<file path="src/rtl/pb_press_detect.sv">
// Press-side push-button front end: synchronizes and debounces active-low PB, emits press pulses,
// a long-hold level and, when PB_REPEAT_EN is defined, auto-repeat pulses on rpt_pulse.
module pb_press_detect #(
  parameter int unsigned DEBOUNCE_CYCLES = 16,
  parameter int unsigned HOLD_CYCLES     = 1000,
  parameter int unsigned REPEAT_CYCLES   = 250,
  parameter int unsigned CNT_W           = 20
) (
  input  logic clk,
  input  logic rst,
  input  logic PB,
  output logic pb_clean,
  output logic pressed,
  output logic held,
  // "repeat" is a reserved word, so the auto-repeat pulse carries this name instead
  output logic rpt_pulse
);

  if (DEBOUNCE_CYCLES < 2 || HOLD_CYCLES < 1 || REPEAT_CYCLES < 2 ||
      (DEBOUNCE_CYCLES >> CNT_W) != 0 || (HOLD_CYCLES >> CNT_W) != 0 ||
      (REPEAT_CYCLES >> CNT_W) != 0) begin : g_param_check
    $error("pb_press_detect: illegal parameter combination");
  end

  typedef enum logic [2:0] {
    StIdle    = 3'd0,
    StPressDb = 3'd1,
    StDown    = 3'd2,
    StHold    = 3'd3,
    StRelDb   = 3'd4
  } state_e;

  localparam logic [CNT_W-1:0] DbLast   = CNT_W'(DEBOUNCE_CYCLES - 1);
  localparam logic [CNT_W-1:0] HoldLast = CNT_W'(HOLD_CYCLES - 1);
  localparam logic [CNT_W-1:0] CntMax   = '1;
`ifdef PB_REPEAT_EN
  localparam logic [CNT_W-1:0] RepLast  = CNT_W'(REPEAT_CYCLES - 1);
`endif

  logic             s1_q, pbs_q;
  state_e           state_q, state_d;
  logic [CNT_W-1:0] cnt_q, cnt_d, cnt_inc;
  logic             from_hold_q, from_hold_d;
  logic             press_ev_q, press_ev_d;
  logic             pb_clean_q, pb_clean_d;
  logic             pressed_q;
  logic             held_q, held_d;
`ifdef PB_REPEAT_EN
  logic             rep_ev_q, rep_ev_d;
  logic             rpt_q;
`endif

  assign cnt_inc = (cnt_q == CntMax) ? cnt_q : cnt_q + CNT_W'(1);

  always_comb begin
    state_d     = state_q;
    cnt_d       = cnt_q;
    from_hold_d = from_hold_q;
    press_ev_d  = 1'b0;
`ifdef PB_REPEAT_EN
    rep_ev_d    = 1'b0;
`endif
    case (state_q)
      StIdle: begin
        cnt_d = '0;
        if (!pbs_q) begin
          state_d = StPressDb;
          cnt_d   = CNT_W'(1);
        end
      end
      StPressDb: begin
        if (pbs_q) begin
          state_d = StIdle;
          cnt_d   = '0;
        end else if (cnt_q == DbLast) begin
          state_d    = StDown;
          cnt_d      = '0;
          press_ev_d = 1'b1;
        end else begin
          cnt_d = cnt_inc;
        end
      end
      StDown: begin
        if (pbs_q) begin
          state_d     = StRelDb;
          cnt_d       = CNT_W'(1);
          from_hold_d = 1'b0;
        end else if (cnt_q == HoldLast) begin
          state_d  = StHold;
          cnt_d    = '0;
`ifdef PB_REPEAT_EN
          rep_ev_d = 1'b1;
`endif
        end else begin
          cnt_d = cnt_inc;
        end
      end
      StHold: begin
        if (pbs_q) begin
          state_d     = StRelDb;
          cnt_d       = CNT_W'(1);
          from_hold_d = 1'b1;
        end else begin
`ifdef PB_REPEAT_EN
          if (cnt_q == RepLast) begin
            cnt_d    = '0;
            rep_ev_d = 1'b1;
          end else begin
            cnt_d = cnt_inc;
          end
`else
          cnt_d = '0;
`endif
        end
      end
      StRelDb: begin
        if (!pbs_q) begin
          // Release bounce: resume where we were, restarting that state's timer
          state_d = from_hold_q ? StHold : StDown;
          cnt_d   = '0;
        end else if (cnt_q == DbLast) begin
          state_d     = StIdle;
          cnt_d       = '0;
          from_hold_d = 1'b0;
        end else begin
          cnt_d = cnt_inc;
        end
      end
      default: begin
        state_d     = StIdle;
        cnt_d       = '0;
        from_hold_d = 1'b0;
      end
    endcase
  end

  // Outputs are decoded from registered state and registered once more
  always_comb begin
    pb_clean_d = (state_q == StIdle) || (state_q == StPressDb);
    held_d     = (state_q == StHold) || ((state_q == StRelDb) && from_hold_q);
  end

  always_ff @(posedge clk or posedge rst) begin
    if (rst) begin
      s1_q        <= 1'b1;
      pbs_q       <= 1'b1;
      state_q     <= StIdle;
      cnt_q       <= '0;
      from_hold_q <= 1'b0;
      press_ev_q  <= 1'b0;
      pb_clean_q  <= 1'b1;
      pressed_q   <= 1'b0;
      held_q      <= 1'b0;
    end else begin
      s1_q        <= PB;
      pbs_q       <= s1_q;
      state_q     <= state_d;
      cnt_q       <= cnt_d;
      from_hold_q <= from_hold_d;
      press_ev_q  <= press_ev_d;
      pb_clean_q  <= pb_clean_d;
      pressed_q   <= press_ev_q;
      held_q      <= held_d;
    end
  end

`ifdef PB_REPEAT_EN
  always_ff @(posedge clk or posedge rst) begin
    if (rst) begin
      rep_ev_q <= 1'b0;
      rpt_q    <= 1'b0;
    end else begin
      rep_ev_q <= rep_ev_d;
      rpt_q    <= rep_ev_q;
    end
  end

  assign rpt_pulse = rpt_q;
`else
  assign rpt_pulse = 1'b0;
`endif

  assign pb_clean = pb_clean_q;
  assign pressed  = pressed_q;
  assign held     = held_q;

endmodule

</file>
<file path="config.mk">
export PLATFORM = sky130hd
export DESIGN_NAME = pb_press_detect
export DESIGN_NICKNAME = d
export VERILOG_FILES = /design/src/rtl/pb_press_detect.sv
export SDC_FILE = /design/constraint.sdc
export NUM_CORES = 1
export LEC_CHECK = 0
export CAP_MARGIN = 20
export CORE_AREA = 2 2 47 71
export DETAILED_ROUTE_END_ITERATION = 12
export DIE_AREA = 0 0 49 73
export PLACE_DENSITY = 0.75
export REMOVE_ABC_BUFFERS = 1
export SYNTH_ARGS = -nofsm -noshare
export SYNTH_HDL_FRONTEND = slang
export SYNTH_SLANG_ARGS = --single-unit
</file>
<file path="constraint.sdc">
create_clock -name clk -period 2.9 [get_ports clk]
set_clock_uncertainty 0.2 [all_clocks]
set_input_delay 0.29 -clock clk [delete_from_list [all_inputs] [get_ports clk]]
set_output_delay 0.29 -clock clk [all_outputs]
set_load 0.02 [all_outputs]
</file>
==> results of run 1 <==
[cells in the final DEF (no fill, tap or decap), types with 2 or more instances in the layout]
cell / instances
clkinv_2: 2
nor4_1: 3
nor2_1: 18
a21oi_1: 11
buf_4: 2
or3_1: 2
nor3_1: 10
and3_1: 4
a211oi_1: 5
dfstp_2: 3
xnor2_1: 6
nand2_1: 16
nand4_1: 6
inv_1: 3
nor3b_1: 2
a31oi_1: 3
nand3_1: 7
xor2_1: 2
mux2i_1: 2
nor2b_1: 3
and4_1: 4
clkbuf_8: 5
a311oi_1: 2
nor4b_1: 3
dfrtp_1: 27
o21ai_0: 4
clkdlybuf4s50_1: 5
nor4_4: 2
[per-stage QoR]
step / power, mW / std cells / util
2_1_floorplan: 0.456 / 165 / -
3_5_place_dp: 0.468 / 212 / 0.568
4_1_cts: 0.881 / 220 / 0.604
6_report: 0.875 / 220 / 0.604
5_1_grt: 0.904 / 220 / 0.604
3_3_place_gp: 0.467 / 212 / 0.568
[registers in the layout, indices dropped and copies added (netlist names)]
name         count
state_q          3
s1_q             1
pressed          1
pbs_q            1
cnt_q           20
pb_clean         1
press_ev_q       1
from_hold_q      1
held             1
[logic make-up after synthesis]
| family | Yosys count | synth area share |
|---|---|---|
| XOR/XNOR | 8 | 0.0416 |
| flip-flops | 30 | 0.448 |
| multiplexers | 2 | 0.0119 |
| AND/OR/NAND/NOR | 86 | 0.297 |
| AO/OA/AOI/OAI | 34 | 0.140 |
| other | 1 | 0.00223 |
| buffers and inverters | 14 | 0.0520 |
| adder cells (fa/ha/maj) | 1 | 0.00742 |
[area by class of cell]
type                    instances  area, um^2
clock inverters                 3        40.0
multi-input cells             132         843
flip-flops and latches         30         754
fillers                       267        1200
repair buffers                  7        65.1
inverters                       3        11.3
clock buffers                   5        68.8
well taps                      40        50.0
[metal layers]
layer  global-route usage  vias to the layer above
li1                     -                      657
met1                0.262                      672
met2                0.414                       57
met3               0.0553                       11
met4                0.114                        0
met5                    0                        -
[Yosys cell counts (4+ instances only)]
library cell	n
a211oi_1	5
a21oi_1	11
and3_1	4
and4_1	4
clkbuf_1	4
dfrtp_1	27
nand2_1	16
nand3_1	7
nand4_1	6
nor2_1	18
nor3_1	10
o21ai_0	4
xnor2_1	6
[power by group]
group	internal [mW]	total (mW)	switching [mW]
registers	0.424	0.431	0.00725
clock network	0.252	0.415	0.163
logic	0.0104	0.0293	0.0189
total	0.687	0.875	0.189
[final timing paths]
kind	to	slack, ns	cells after the start
min	state_q[2]$_DFFE_PP0P_	0.15	2
max in group asynchronous	s1_q$_DFF_PP1_	1.65	3
max	cnt_q[19]$_DFF_PP0_	0.44	7
min reg2reg	pressed$_DFF_PP0_	0.15	0
min in group clk	pressed$_DFF_PP0_	0.15	0
max reg2reg	cnt_q[19]$_DFF_PP0_	0.44	7
==> results_dict.tcl, run 1 <==
set metrics [dict create \
    placedInstanceArea_um2 1720 \
    ctsHoldBuffers 0 \
    whs_ns 0.149 \
    dr_wl_met3_um 185 \
    die_area_um2 3580 \
    cts.htree.levels 2 \
    ys_ff_latch 30 \
    synth_seq_area_share 0.448 \
    status "completed" \
    cp_slowest_cell "dfrtp_1" \
    grt_max_degree 18 \
    core_um2 3030 \
    ctsRootBufferMaster "clkbuf_8" \
    path_clk_slew_ns 0.07 \
    io_pins 7 \
    drive_above_1_share 0.117 \
    final-hold-violation-count 0 \
    tightest_slew_ns 0.552 \
    min_period_over_period 0.850 \
    synth_top_area_frac 0.401 \
    grt_usage 0.234 \
    grt_pass1_vias 1336 \
    cp_slowest_stage_delay_ns 0.40 \
    wl_met1_mm 1.44 \
    clock_path_buffers 2 \
    via_count 1397 \
    cts_tree "yes" \
    async_flop_share 1.00 \
    timing.final.crit_period_ns 2.46 \
    cts_buffers 5 \
    rsz0062_at_grt "false" \
    final_cell_area_um2 1830 \
    cts-resized-gates 0 \
    crit_chain "ha_1, nor4b_1, nand4_1, nor4_4, o31a_1, buf_4, a311oi_1" \
    antenna_found_initial 0 \
    top_layer "met4" \
    final_antenna_net_count 0 \
    fp-row-count 25 \
    r2r_start "cnt_q[1]$_DFF_PP0_" \
    dr.pass1.iters 4 \
    n_antenna_cell 0 \
    netlist_instances 176 \
    cp_max_fo 13 \
    yosys-top-cells-area "dfrtp_1, dfstp_2, nor2_1, nand2_1, a21oi_1" \
    hold_class "in -> async" \
    area_growth_syn_to_layout_pct 8.76 \
    io_buffer_count 5 \
    totalWireLength_mm 3.70 \
    finalSetupTns_ns 0 \
    drc 0 \
    crit_start "cnt_q[1]$_DFF_PP0_" \
    ys_types 46 \
    cts_sinks 30 \
    synth_largest_area_cell "dfrtp_1" \
    gp_congestion 0.844 \
    maxCapViolCount 0 \
    met2_length_mm 1.99 \
    avgSynthCellArea_um2 9.58 \
    yosys_warnings 0 \
    worstSetupEndpointType "flip-flop" \
    setup.worst_path.start_class "flip-flop" \
    grt_pass1_wl_mm 6.32 \
    max-slew-margin-rel 0.631 \
    netlist_area_um2 1690 \
    vias_per_cell 6.35 \
    p_leak_nw 0.709 \
    wire_per_inst_um 16.8 \
    power_density_nw_per_um2 478 \
    post_cts_buffers 0 \
    fmax_mhz 406 \
    crit_arrival_ns 2.40 \
    fp.dieW_um 49 \
    cp.required_ns 2.84 \
    nets 183 \
    overflow 0 \
    pre_cts_ws_ns 0.486 \
    synthFlopType "dfrtp_1" \
    setup_slack_ns 0.435 \
    critPathKind "reg -> reg" \
    synth_edf_count 0 \
    peakVddDrop_uv 392 \
    dr.first_iter.drc_count 60 \
    clk_latency_ns 0.29 \
    dp_hpwl_mm 2.58 \
    slew_violations 0 \
    initial_utilization 0.555 \
    setup_viol 0 \
    path_delay_family "simple AND/OR/NAND/NOR gates" \
    die_y_um 73 \
    cp_num_buf_inv 1 \
]
No activity file was read; power rests on OpenSTA's default activity.
==> inputs of run 2 (changes only) <==
clock period = 2.3 ns   (was 2.9 ns; I/O delays follow)
==> results_dict.tcl, run 2 (same netlist as run 1, synthesis figures left out) <==
set metrics [dict create \
    status "completed" \
    worstSetupEndpointType "flip-flop" \
    area_growth_syn_to_layout_pct 15.7 \
    clk_latency_ns 0.28 \
    placedCellCount 221 \
    drc 0 \
    core_um2 3030 \
    slew_violations 0 \
    netSwitchingPower_mw 0.223 \
    power_frac_seq 0.506 \
    pre_cts_ws_ns 0.0447 \
    final_cell_area_um2 1950 \
    grt_max_degree 20 \
    cts_buffers 5 \
    overflow 0 \
    fmax_mhz 462 \
    critPathKind "reg -> reg" \
    path_clk_slew_ns 0.06 \
    final-hold-violation-count 0 \
    cp_max_fo 19 \
    ctsRootBufferMaster "clkbuf_8" \
    setup_viol 0 \
    switching_share 0.207 \
    cp.required_ns 2.25 \
    via_count 1422 \
    dr.first_iter.drc_count 73 \
    regMostFlops "cnt_q" \
    totalWireLength_mm 3.86 \
    fp-row-count 25 \
    setup_slack_ns 0.137 \
    max-slew-margin-rel 0.667 \
    layout_commonest_cell "dfrtp_1" \
    dp_hpwl_mm 2.68 \
    setup.worst_path.start_class "flip-flop" \
    final_antenna_net_count 0 \
    n_antenna_cell 0 \
    drive_above_1_share 0.184 \
    cts.htree.levels 2 \
    power_frac_clock 0.453 \
    nFillCells 248 \
    die_area_um2 3580 \
    gp_congestion 0.819 \
    placedInstanceArea_um2 1800 \
    layout_common_cells "dfrtp_1, nor2_1, nand2_1" \
    grt_usage 0.233 \
    reg_top3 "cnt_q x20, state_q x3" \
    rsz0062_at_grt "false" \
    finalSetupTns_ns 0 \
    crit_arrival_ns 2.11 \
    nets 193 \
    fp.dieW_um 49 \
    vias_per_cell 6.18 \
    internal_power_mw 0.856 \
    wire_per_inst_um 16.8 \
    grt_pass1_vias 1333 \
    tightest_slew_ns 0.496 \
    largest_reg_flops 20 \
    power_density_nw_per_um2 553 \
    fin_cells 230 \
    initial_utilization 0.555 \
    cts_sinks 30 \
    clock_path_buffers 2 \
    io_buffer_count 5 \
    timing.final.crit_period_ns 2.16 \
    io_pins 7 \
    peakVddDrop_uv 381 \
    hold_class "in -> async" \
    comb_power_share 0.042 \
    grt_pass1_wl_mm 6.28 \
    cts_tree "yes" \
    antenna_found_initial 0 \
    maxCapViolCount 0 \
    final_core_util 0.642 \
    die_y_um 73 \
    min_period_over_period 0.940 \
    dr.pass1.iters 4 \
    p_leak_nw 0.767 \
]
run 2: worst paths after layout:
check,start,end,slack [ns],cells after the start
worst max-delay path,cnt_q[14]$_DFF_PP0_,cnt_q[12]$_DFF_PP0_,0.14,6
worst min-delay path,rst,cnt_q[12]$_DFF_PP0_,0.08,3
worst max register to register,cnt_q[14]$_DFF_PP0_,cnt_q[12]$_DFF_PP0_,0.14,6
worst min register to register,press_ev_q$_DFF_PP0_,pressed$_DFF_PP0_,0.15,0
max in group asynchronous,rst,pb_clean$_DFF_PP1_,1.56,3
min in group clk,press_ev_q$_DFF_PP0_,pressed$_DFF_PP0_,0.15,0
run 2: worst max-delay path, cell delays in order (launching register included):
cell,delay (ns)
dfrtp_1,0.47
nor4b_1,0.33
nand4_1,0.18
nor4_4,0.39
o31a_1,0.24
buf_12,0.16
a311oi_1,0.06
run 2: routing by layer:
metal  track usage  wire (um)
met4         0.143        139
met3        0.0410        145
met2         0.417       2090
met1         0.254       1480
met5             0          0
run 2: metrics by stage:
stage                     hold WS (ns)  total power, mW
after floorplan                 0.0345            0.575
after global placement           0.141            0.594
after detailed placement         0.142            0.597
after CTS                       0.0964             1.08
after global routing             0.137             1.12
final                           0.0847             1.08
run 2: what timing repair did:
action                     in CTS  in global routing
hold buffers                    0                  0
setup buffers                   0                  1
setup endpoints to repair       0                 23
gates resized for setup         0                  6
run 2: area by class of cell:
cell class / count / area [um^2] / area share
repair buffers: 17 / 153 / 0.0783
flip-flops and latches: 30 / 756 / 0.388
multi-input cells: 132 / 870 / 0.446
well taps: 40 / 50.0 / 0.0257
clock buffers: 8 / 110 / 0.0565
inverters: 3 / 11.3 / 0.00578
run 2: power by group through the flow:
stage	combinational, mW	sequential (mW)	clock (mW)
after detailed placement	0.0444	0.553	0
after global routing	0.0509	0.546	0.524
after CTS	0.0441	0.544	0.497
final	0.0449	0.545	0.488
after global placement	0.0421	0.552	0
after floorplan	0.0247	0.551	0
